**src/rtl/btn_reg_edit.sv**
```systemverilog
// Button-driven 8-bit register editor: debounced inc/dec/clr buttons with auto-repeat,
// accumulated into a pending delta that is applied to the register once per video frame.
module btn_reg_edit #(
    parameter int         DB_CYCLES    = 250000,
    parameter int         REPEAT_DELAY = 30,
    parameter int         REPEAT_RATE  = 6,
    parameter logic [7:0] RESET_VALUE  = 8'h00,
    parameter bit         WRAP         = 1'b1
) (
    input  logic       px_clk,
    input  logic       rst_n,
    input  logic       endframe,
    input  logic       btn_inc,
    input  logic       btn_dec,
    input  logic       btn_clr,
    output logic [7:0] register,
    output logic       changed
);

    localparam int DBW  = $clog2(DB_CYCLES + 1);
    localparam int FMAX = (REPEAT_DELAY > REPEAT_RATE) ? REPEAT_DELAY : REPEAT_RATE;
    localparam int FCW  = $clog2(FMAX + 1);

    localparam logic [2:0] IDLE     = 3'd0;
    localparam logic [2:0] HOLD_INC = 3'd1;
    localparam logic [2:0] HOLD_DEC = 3'd2;
    localparam logic [2:0] REP_INC  = 3'd3;
    localparam logic [2:0] REP_DEC  = 3'd4;

    // Button vectors are ordered {clr, dec, inc}.
    logic [2:0]     sync1, sync2, db, db_q, rise;
    logic [DBW-1:0] db_cnt [3];
    logic           ef_s1, ef_s2, ef_q, frame_tick;

    always_ff @(posedge px_clk or negedge rst_n) begin
        if (!rst_n) begin
            sync1 <= '0;
            sync2 <= '0;
            db    <= '0;
            db_q  <= '0;
            ef_s1 <= 1'b0;
            ef_s2 <= 1'b0;
            ef_q  <= 1'b0;
            for (int unsigned i = 0; i < 3; i++) db_cnt[i] <= '0;
        end else begin
            sync1 <= {btn_clr, btn_dec, btn_inc};
            sync2 <= sync1;
            db_q  <= db;
            ef_s1 <= endframe;
            ef_s2 <= ef_s1;
            ef_q  <= ef_s2;
            for (int unsigned i = 0; i < 3; i++) begin
                if (sync2[i] == db[i]) begin
                    db_cnt[i] <= '0;
                end else if (db_cnt[i] == DBW'(DB_CYCLES - 1)) begin
                    db[i]     <= sync2[i];
                    db_cnt[i] <= '0;
                end else begin
                    db_cnt[i] <= db_cnt[i] + 1'b1;
                end
            end
        end
    end

    assign rise       = db & ~db_q;
    assign frame_tick = ef_s2 & ~ef_q;

    logic [2:0]     state, state_nx;
    logic [FCW-1:0] fcnt, fcnt_nx, flim;
    logic           step_inc, step_dec, held, other;

    always_comb begin
        state_nx = state;
        fcnt_nx  = fcnt;
        step_inc = 1'b0;
        step_dec = 1'b0;
        held     = (state == HOLD_INC || state == REP_INC) ? db[0] : db[1];
        other    = (state == HOLD_INC || state == REP_INC) ? db[1] : db[0];
        flim     = (state == HOLD_INC || state == HOLD_DEC) ? FCW'(REPEAT_DELAY - 1)
                                                            : FCW'(REPEAT_RATE - 1);
        case (state)
            IDLE: begin
                if (rise[0] && !db[1]) begin
                    state_nx = HOLD_INC;
                    step_inc = 1'b1;
                    fcnt_nx  = '0;
                end else if (rise[1] && !db[0]) begin
                    state_nx = HOLD_DEC;
                    step_dec = 1'b1;
                    fcnt_nx  = '0;
                end
            end
            HOLD_INC, HOLD_DEC, REP_INC, REP_DEC: begin
                if (!held || other) begin
                    state_nx = IDLE;
                end else if (frame_tick) begin
                    if (fcnt == flim) begin
                        fcnt_nx = '0;
                        if (state == HOLD_INC) state_nx = REP_INC;
                        if (state == HOLD_DEC) state_nx = REP_DEC;
                        if (state == HOLD_INC || state == REP_INC) step_inc = 1'b1;
                        else                                        step_dec = 1'b1;
                    end else begin
                        fcnt_nx = fcnt + 1'b1;
                    end
                end
            end
            default: state_nx = IDLE;
        endcase
    end

    logic signed [4:0] pending, pend_base, pend_nx;
    logic              clr_pend, clr_nx;
    logic signed [9:0] sum;
    logic [7:0]        reg_nx;

    // Pending is cleared by the apply, but a step landing on the apply cycle is kept.
    always_comb begin
        pend_base = frame_tick ? 5'sd0 : pending;
        pend_nx   = pend_base;
        if (step_inc && pend_base != 5'sd15)
            pend_nx = pend_base + 5'sd1;
        else if (step_dec && pend_base != -5'sd16)
            pend_nx = pend_base - 5'sd1;
        clr_nx = (frame_tick ? 1'b0 : clr_pend) | rise[2];

        sum = {2'b00, register} + {{5{pending[4]}}, pending};
        if (clr_pend)
            reg_nx = RESET_VALUE;
        else if (WRAP)
            reg_nx = sum[7:0];
        else if (sum < 10'sd0)
            reg_nx = 8'h00;
        else if (sum > 10'sd255)
            reg_nx = 8'hFF;
        else
            reg_nx = sum[7:0];
    end

    always_ff @(posedge px_clk or negedge rst_n) begin
        if (!rst_n) begin
            state    <= IDLE;
            fcnt     <= '0;
            pending  <= '0;
            clr_pend <= 1'b0;
            register <= RESET_VALUE;
            changed  <= 1'b0;
        end else begin
            state    <= state_nx;
            fcnt     <= fcnt_nx;
            pending  <= pend_nx;
            clr_pend <= clr_nx;
            changed  <= 1'b0;
            if (frame_tick) begin
                register <= reg_nx;
                changed  <= (reg_nx != register);
            end
        end
    end

endmodule

```
**config.mk**
```make
export PLATFORM = sky130hd
export DESIGN_NAME = btn_reg_edit
export DESIGN_NICKNAME = d
export VERILOG_FILES = /design/src/rtl/btn_reg_edit.sv
export SDC_FILE = /design/constraint.sdc
export NUM_CORES = 1
export LEC_CHECK = 0
export ABC_AREA = 1
export CAP_MARGIN = 10
export CORE_ASPECT_RATIO = 1.2
export CORE_MARGIN = 2
export CORE_UTILIZATION = 56
export CTS_BUF_LIST = sky130_fd_sc_hd__clkbuf_16
export DETAILED_ROUTE_END_ITERATION = 12
export GPL_TIMING_DRIVEN = 0
export PLACE_DENSITY_LB_ADDON = 0.3
export SLEW_MARGIN = 20
export SYNTH_ARGS = -nofsm -noshare
export SYNTH_HDL_FRONTEND = slang
export SYNTH_SLANG_ARGS = --single-unit
```
**constraint.sdc**
```tcl
create_clock -name px_clk -period 2 [get_ports px_clk]
set_input_delay 0.4 -clock px_clk [delete_from_list [all_inputs] [get_ports px_clk]]
set_output_delay 0.4 -clock px_clk [all_outputs]
set_load 0.01 [all_outputs]
```
==> flow_summary.yaml, run 1 <==
logic_synthesis:
  synth_seq_cells: 92
  synthCells: 643
  synth_area_leaders: "dfrtp_1 45%, nand2_1 10%, inv_1 7.0%"
  synth_top_area_share_pct: 45.1
  syn_nets: 666
  synth.distinct_cells: 39
  syn_avg_cell_area_um2: 7.93
  synth_top_area_cell: "dfrtp_1"
  ys.warnings.count: 0
  seq_area_frac_synth_pct: 45.1
  netlist_area_mm2: 0.00510
setup_path:
  reg2reg_depth: 13
  worstPathArrival_ps: 2270
  startpoint_type: "flop"
  r2r_slack_ps: -30
  r2r_end: "changed"
  path_max_fanout: 2
  rr_startpoint: "register[0]"
  required_ps: 2230
  criticalPathCategory: "reg -> reg"
  cp-end-kind: "flop"
job:
  drv_cap: 0
detailed_routing:
  vias: 4207
  wl_per_cell_um: 12.3
  dr.pass1.iters: 8
  ant_nets: 0
  via_per_inst: 5.28
  routed_wl_um: 9800
  post-route-drc-count: 0
  drt_iter0_markers: 198
timing:
  slew_headroom_pct: 58.0
  setup_violations: 1
  drv_slew: 0
  hold_viol: 0
  period_minus_slack_ps: 2030
  rsz0062_at_grt: "yes"
  fin_skew_ps: 4.38
  fmax_mhz: 492
  worst_pin_slew_ps: 624
  fin_crit_sh_pct: 102
  fin_ws_ps: -33.9
placement:
  placedCellCount: 778
  gp_congestion: 0.836
  io_buffers: 14
  place_hpwl_um: 7160
  place_ws_ps: -107
final_layout:
  drive_above_1_share_pct: 7.83
  area_delta_synth_final_pct: 13.4
  diodes: 0
  multi_input_area_mm2: 0.00244
  regArea_mm2: 0.00230
  nets: 695
  final_cells: 797
  nFillCells: 784
floorplanning:
  die_w_um: 91.1
  die-area_mm2: 0.00989
  floorplan.initialDensity_pct: 57.1
  core_area_mm2: 0.00894
  dieHeight_um: 109
  io_pins: 15
  fp-row-count: 38
global_routing:
  grt_pass1_wl_um: 17600
  grt_max_degree: 50
  grt_pass1_vias: 4222
  grt_overflow_total: 0
  antenna_found_initial: 0
  track_usage_pct: 21.7
power_and_ir_drop:
  p_per_area_mw_per_mm2: 651
  p_int_mw: 3.00
  power.share.combinational_pct: 3.1
  clockPowerShare_pct: 46.4
  p_sw_mw: 0.767
  switching_share_pct: 20.4
  leakagePower_nw: 2.82
  ir_worst_vdd_mv: 0.376
  p_seq_share_pct: 50.5
clock_network:
  clkLatencyLatePin_ps: 340
  cts_buffers: 9
  clockBufferDepth: 2
  cts_sinks: 92
  clk_pin_slew_ps: 60
  cts_max_level: 3
  cts_tree: "yes"
  root_buffer: "clkbuf_16"
  hold_buffers: 0
status:
  status: "finished with violations"
  violations: "setup timing"
hold_path:
  hold_class: "in -> async"
worst max-delay path: stages, from the launching register on:
cell     delay, ps
dfrtp_1        380
ha_2           200
fa_1           520
nand2_2         70
inv_2           50
nand2_1         40
a21oi_1        120
nand2_1         70
nor2_2         130
nand3_2         80
nor2_2         100
nand3_1         70
nand2_1         60
inv_1           30
layer usage:
layer | vias to the layer above | GRT usage (%) | part of all wire (%)
met5 | - | 0 | 0
met4 | 0 | 8.44 | 1.8
met3 | 16 | 3.83 | 2.2
met2 | 59 | 40.6 | 52
met1 | 2009 | 24.6 | 44
li1 | 2123 | - | -
sequential cells by signal, summed over array words and instances, names as in the netlist:
register	flops
db_q	3
db_cnt	54
fcnt	5
clr_pend	1
ef_q	1
db	3
sync1	3
register	8
ef_s1	1
ef_s2	1
changed	1
state	3
pending	5
sync2	3
through the flow:
step                cell area, um2  hold slack (ps)  power, mW  TNS (ps)  util [%]
floorplan                     5100              104       1.98         0         -
global route                  5780             95.8       3.90      -437      64.7
finish                        5780             50.4       3.77     -33.9      64.7
detailed placement            5420              336       2.05      -510      60.6
global placement              5390              333       2.04   -248990      60.3
CTS                           5760             70.4       3.82     -9.48      64.4
Yosys cell counts (all sizes together):
master and instances:
o31ai 1, o22ai 2, o21ai 22, nand4 13, a21o 1, or2 2
buf 1, mux2 2, a211oi 1, clkinv 1, nor4 13, fa 1
inv 99, clkbuf 3, xor2 23, a21oi 21, nand3 59, nor3b 3
mux2i 1, dfrtp 92, nor2 79, ha 16, nand2 144, nand3b 3
a221oi 1, nor3 25, xnor2 14
power by group through the flow:
stage	sequential (mW)	combinational [mW]	clock, mW
after floorplan	1.93	0.0489	0
final	1.90	0.117	1.75
after global routing	1.90	0.137	1.86
after global placement	1.93	0.107	0
after detailed placement	1.93	0.118	0
after CTS	1.90	0.121	1.79
kinds of logic after synthesis:
family / synth area share [%]
AOI/OAI and AO/OA: 5.45
DFF: 45.1
xor gates and xnor gates: 6.35
and+or+nand+nor: 30.4
adders and majority gates: 4.32
muxes: 0.638
buffers and inverters: 7.73
layout make-up:
cell class	count	share of cell area, %
clock inverter	7	1.43
buffer	4	0.325
clock buffer	9	3.89
tap	120	2.60
timing repair buffer	18	3.25
sequential	92	39.8
inverter	100	6.49
multi-input combinational	447	42.2
cells in the final DEF (no fill, tap or decap), drive strengths merged, types with 2 or more instances in the layout:
cell / count
nand2: 144
inv: 100
dfrtp: 92
nor2: 79
nand3: 59
nor3: 25
xor2: 23
o21ai: 22
a21oi: 21
ha: 16
xnor2: 14
nand4: 13
clkdlybuf4s50: 13
nor4: 13
clkbuf: 12
buf: 6
clkinv: 5
nor3b: 3
nand3b: 3
o22ai: 2
mux2: 2
bufinv: 2
or2: 2
worst max-delay path by stage:
stage,slack (ps),end,cells after the start,from
2_1_floorplan,50,changed,13,register[0]
6_report,-30,changed,13,register[0]
3_3_place_gp,-2710,sync1[2],1,rst_n
5_1_grt,-150,changed,13,pending[0]
3_5_place_dp,-110,pending[0],13,ef_q
4_1_cts,-9,changed,13,pending[0]
timing repair:
item / 4_1_cts / 5_1_grt
pin swaps: 1 / 3
cloned: 0 / 0
setup endpoints to repair: 6 / 13
buffers inserted: 3 / 0
gates resized for setup: 4 / 9
(Power assumes the default switching activity.)
==> inputs of run 2 (changes only) <==
Settings changed: HOLD_SLACK_MARGIN set to 0.1.
==> run 2 against run 1 <==
Die area is the same. Sequential share of layout area shrank 0.069 points. Wire length is essentially flat. Via count is essentially flat. Final area grew 0.17%. Global-route usage is essentially flat. Critical endpoint unchanged. Core utilization grew 0.11 points. Combinational power is essentially flat. Clock power is essentially flat. Critical path depth is the same. The run still ends with setup timing left. Register-to-register slack is essentially flat. First-iteration DRC count grew 12%.
==> flow_summary.yaml, run 2 (synthesized netlist as in run 1, its figures left out) <==
status:
  status: "finished with violations"
  violations: "setup timing"
setup_path:
  reg2reg_depth: 13
  critical-path-max-stage-delay_ps: 520
  r2r_end: "changed"
  crit_top_cell: "nand2_1"
  criticalPathCategory: "reg -> reg"
  rr_startpoint: "register[0]"
  crit_start: "register[0]"
  slowest_stage: "fa_1"
  worstPathArrival_ps: 2270
  r2r_slack_ps: -30
  path_max_fanout: 2
  startpoint_type: "flop"
  required_ps: 2230
  path_cells: "ha_2 > fa_1 > nand2_2 > inv_2 > nand2_1 > a21oi_1 > nand2_1 > nor2_2 > nand3_2 > nor2_2 > nand3_1 > nand2_1 > inv_1"
  cp-end-kind: "flop"
timing:
  fmax_mhz: 492
  fin_ws_ps: -33.7
  period_minus_slack_ps: 2030
  rsz0062_at_grt: "yes"
  fin_crit_sh_pct: 102
  worst_pin_slew_ps: 623
  drv_slew: 0
  setup_violations: 1
  hold_viol: 0
  fin_skew_ps: 4.31
  slew_headroom_pct: 58.1
global_routing:
  grt_pass1_vias: 4234
  antenna_found_initial: 0
  track_usage_pct: 21.7
  grt_pass1_wl_um: 17600
  grt_max_degree: 50
  grt_overflow_total: 0
clock_network:
  clockBufferDepth: 2
  cts_max_level: 3
  root_buffer: "clkbuf_16"
  cts_sinks: 92
  clkLatencyLatePin_ps: 340
  cts_tree: "yes"
  clk_pin_slew_ps: 60
  cts_buffers: 9
detailed_routing:
  vias: 4205
  drt_iter0_markers: 222
  routed_wl_um: 9800
  dr.pass1.iters: 6
  ant_nets: 0
  wl_per_cell_um: 12.3
  via_per_inst: 5.27
  post-route-drc-count: 0
final_layout:
  drive_above_1_share_pct: 7.82
  fin_area_mm2: 0.00579
  nFillCells: 783
  nets: 696
  multi_input_area_mm2: 0.00244
  layout_common_cells: "136 x nand2_1, 94 x inv_1, 92 x dfrtp_1"
  final_common_cell: "nand2_1"
  largest_reg_flops: 54
  final_cells: 798
  area_delta_synth_final_pct: 13.6
  diodes: 0
  regArea_mm2: 0.00230
  reg_top3: "db_cnt (54), register (8)"
  largest-register: "db_cnt"
hold_path:
  worstHoldEndpoint: "ef_s2"
  hold_class: "reg -> reg"
  hp-start: "ef_s1"
  hold_depth: 0
placement:
  place_hpwl_um: 7160
  place_area_mm2: 0.00542
  place_ws_ps: -107
  gp_congestion: 0.836
  placedCellCount: 778
  io_buffers: 14
floorplanning:
  core_area_mm2: 0.00894
  floorplan.initialDensity_pct: 57.1
  die_w_um: 91.1
  die-area_mm2: 0.00989
  dieHeight_um: 109
  io_pins: 15
  fp-row-count: 38
power_and_ir_drop:
  power.share.combinational_pct: 3.1
  ir_worst_vdd_mv: 0.376
  power_mw: 3.77
  clockPowerShare_pct: 46.4
  leakagePower_nw: 2.82
  p_per_area_mw_per_mm2: 651
  p_sw_mw: 0.769
  switching_share_pct: 20.4
  p_int_mw: 3.00
  p_seq_share_pct: 50.4
job:
  drv_cap: 0
## run 2: changes by cell type in the layout (fill, tap and decap cells not counted)
cell | before | now
dlygate4sd3_1 | 0 | 1
## run 2: per-stage QoR
step                      TNS [ps]  hold WS (ps)  util (%)
final                        -33.7           349      64.8
after global routing          -437           350      64.8
after global placement     -248990           333      60.3
after floorplan                  0           104         -
after CTS                    -9.48           350      64.5
after detailed placement      -510           336      60.6
## run 2: how the worst max path moves through the flow
stage	cells past startpoint	slack, ps	end
5_1_grt	13	-150	changed
2_1_floorplan	13	50	changed
3_3_place_gp	1	-2710	sync1[2]
6_report	13	-30	changed
4_1_cts	13	-9	changed
3_5_place_dp	13	-110	pending[0]
## run 2: worst max-delay path: cells and delay by family, from the launching register on
kind	cells	cell delay (ps)
adders and majority gates	2	720
DFF	1	380
buffers and inverters	2	80
and+or+nand+nor	8	620
AOI/OAI and AO/OA	1	120
## run 2: cell type report
| cell class | instances | share of cell area [%] |
|---|---|---|
| Multi-Input combinational cell | 447 | 42.1 |
| Sequential cell | 92 | 39.7 |
| Inverter | 100 | 6.48 |
| Clock buffer | 9 | 3.89 |
| Timing Repair Buffer | 19 | 3.41 |
| Tap cell | 120 | 2.59 |
| Clock inverter | 7 | 1.43 |
| Buffer | 4 | 0.324 |
## run 2: metal layers
metal	track usage [%]	share of wire (%)
met1	24.6	43
met2	40.7	53
met3	3.83	2.3
met4	8.44	1.4
met5	0	0
## run 2: power by group through the flow
| stage | clock network, mW | registers [mW] | logic [mW] |
|---|---|---|---|
| final | 1.75 | 1.90 | 0.119 |
| after floorplan | 0 | 1.93 | 0.0489 |
| after global placement | 0 | 1.93 | 0.107 |
| after detailed placement | 0 | 1.93 | 0.118 |
| after global routing | 1.86 | 1.90 | 0.139 |
| after CTS | 1.79 | 1.90 | 0.123 |
## run 2: what timing repair did
item	in CTS	in global routing
setup buffers	3	0
gates resized for setup	4	9
hold buffers	1	0
setup endpoints to repair	6	13
pin swaps	1	3
hold endpoints to repair	43	0
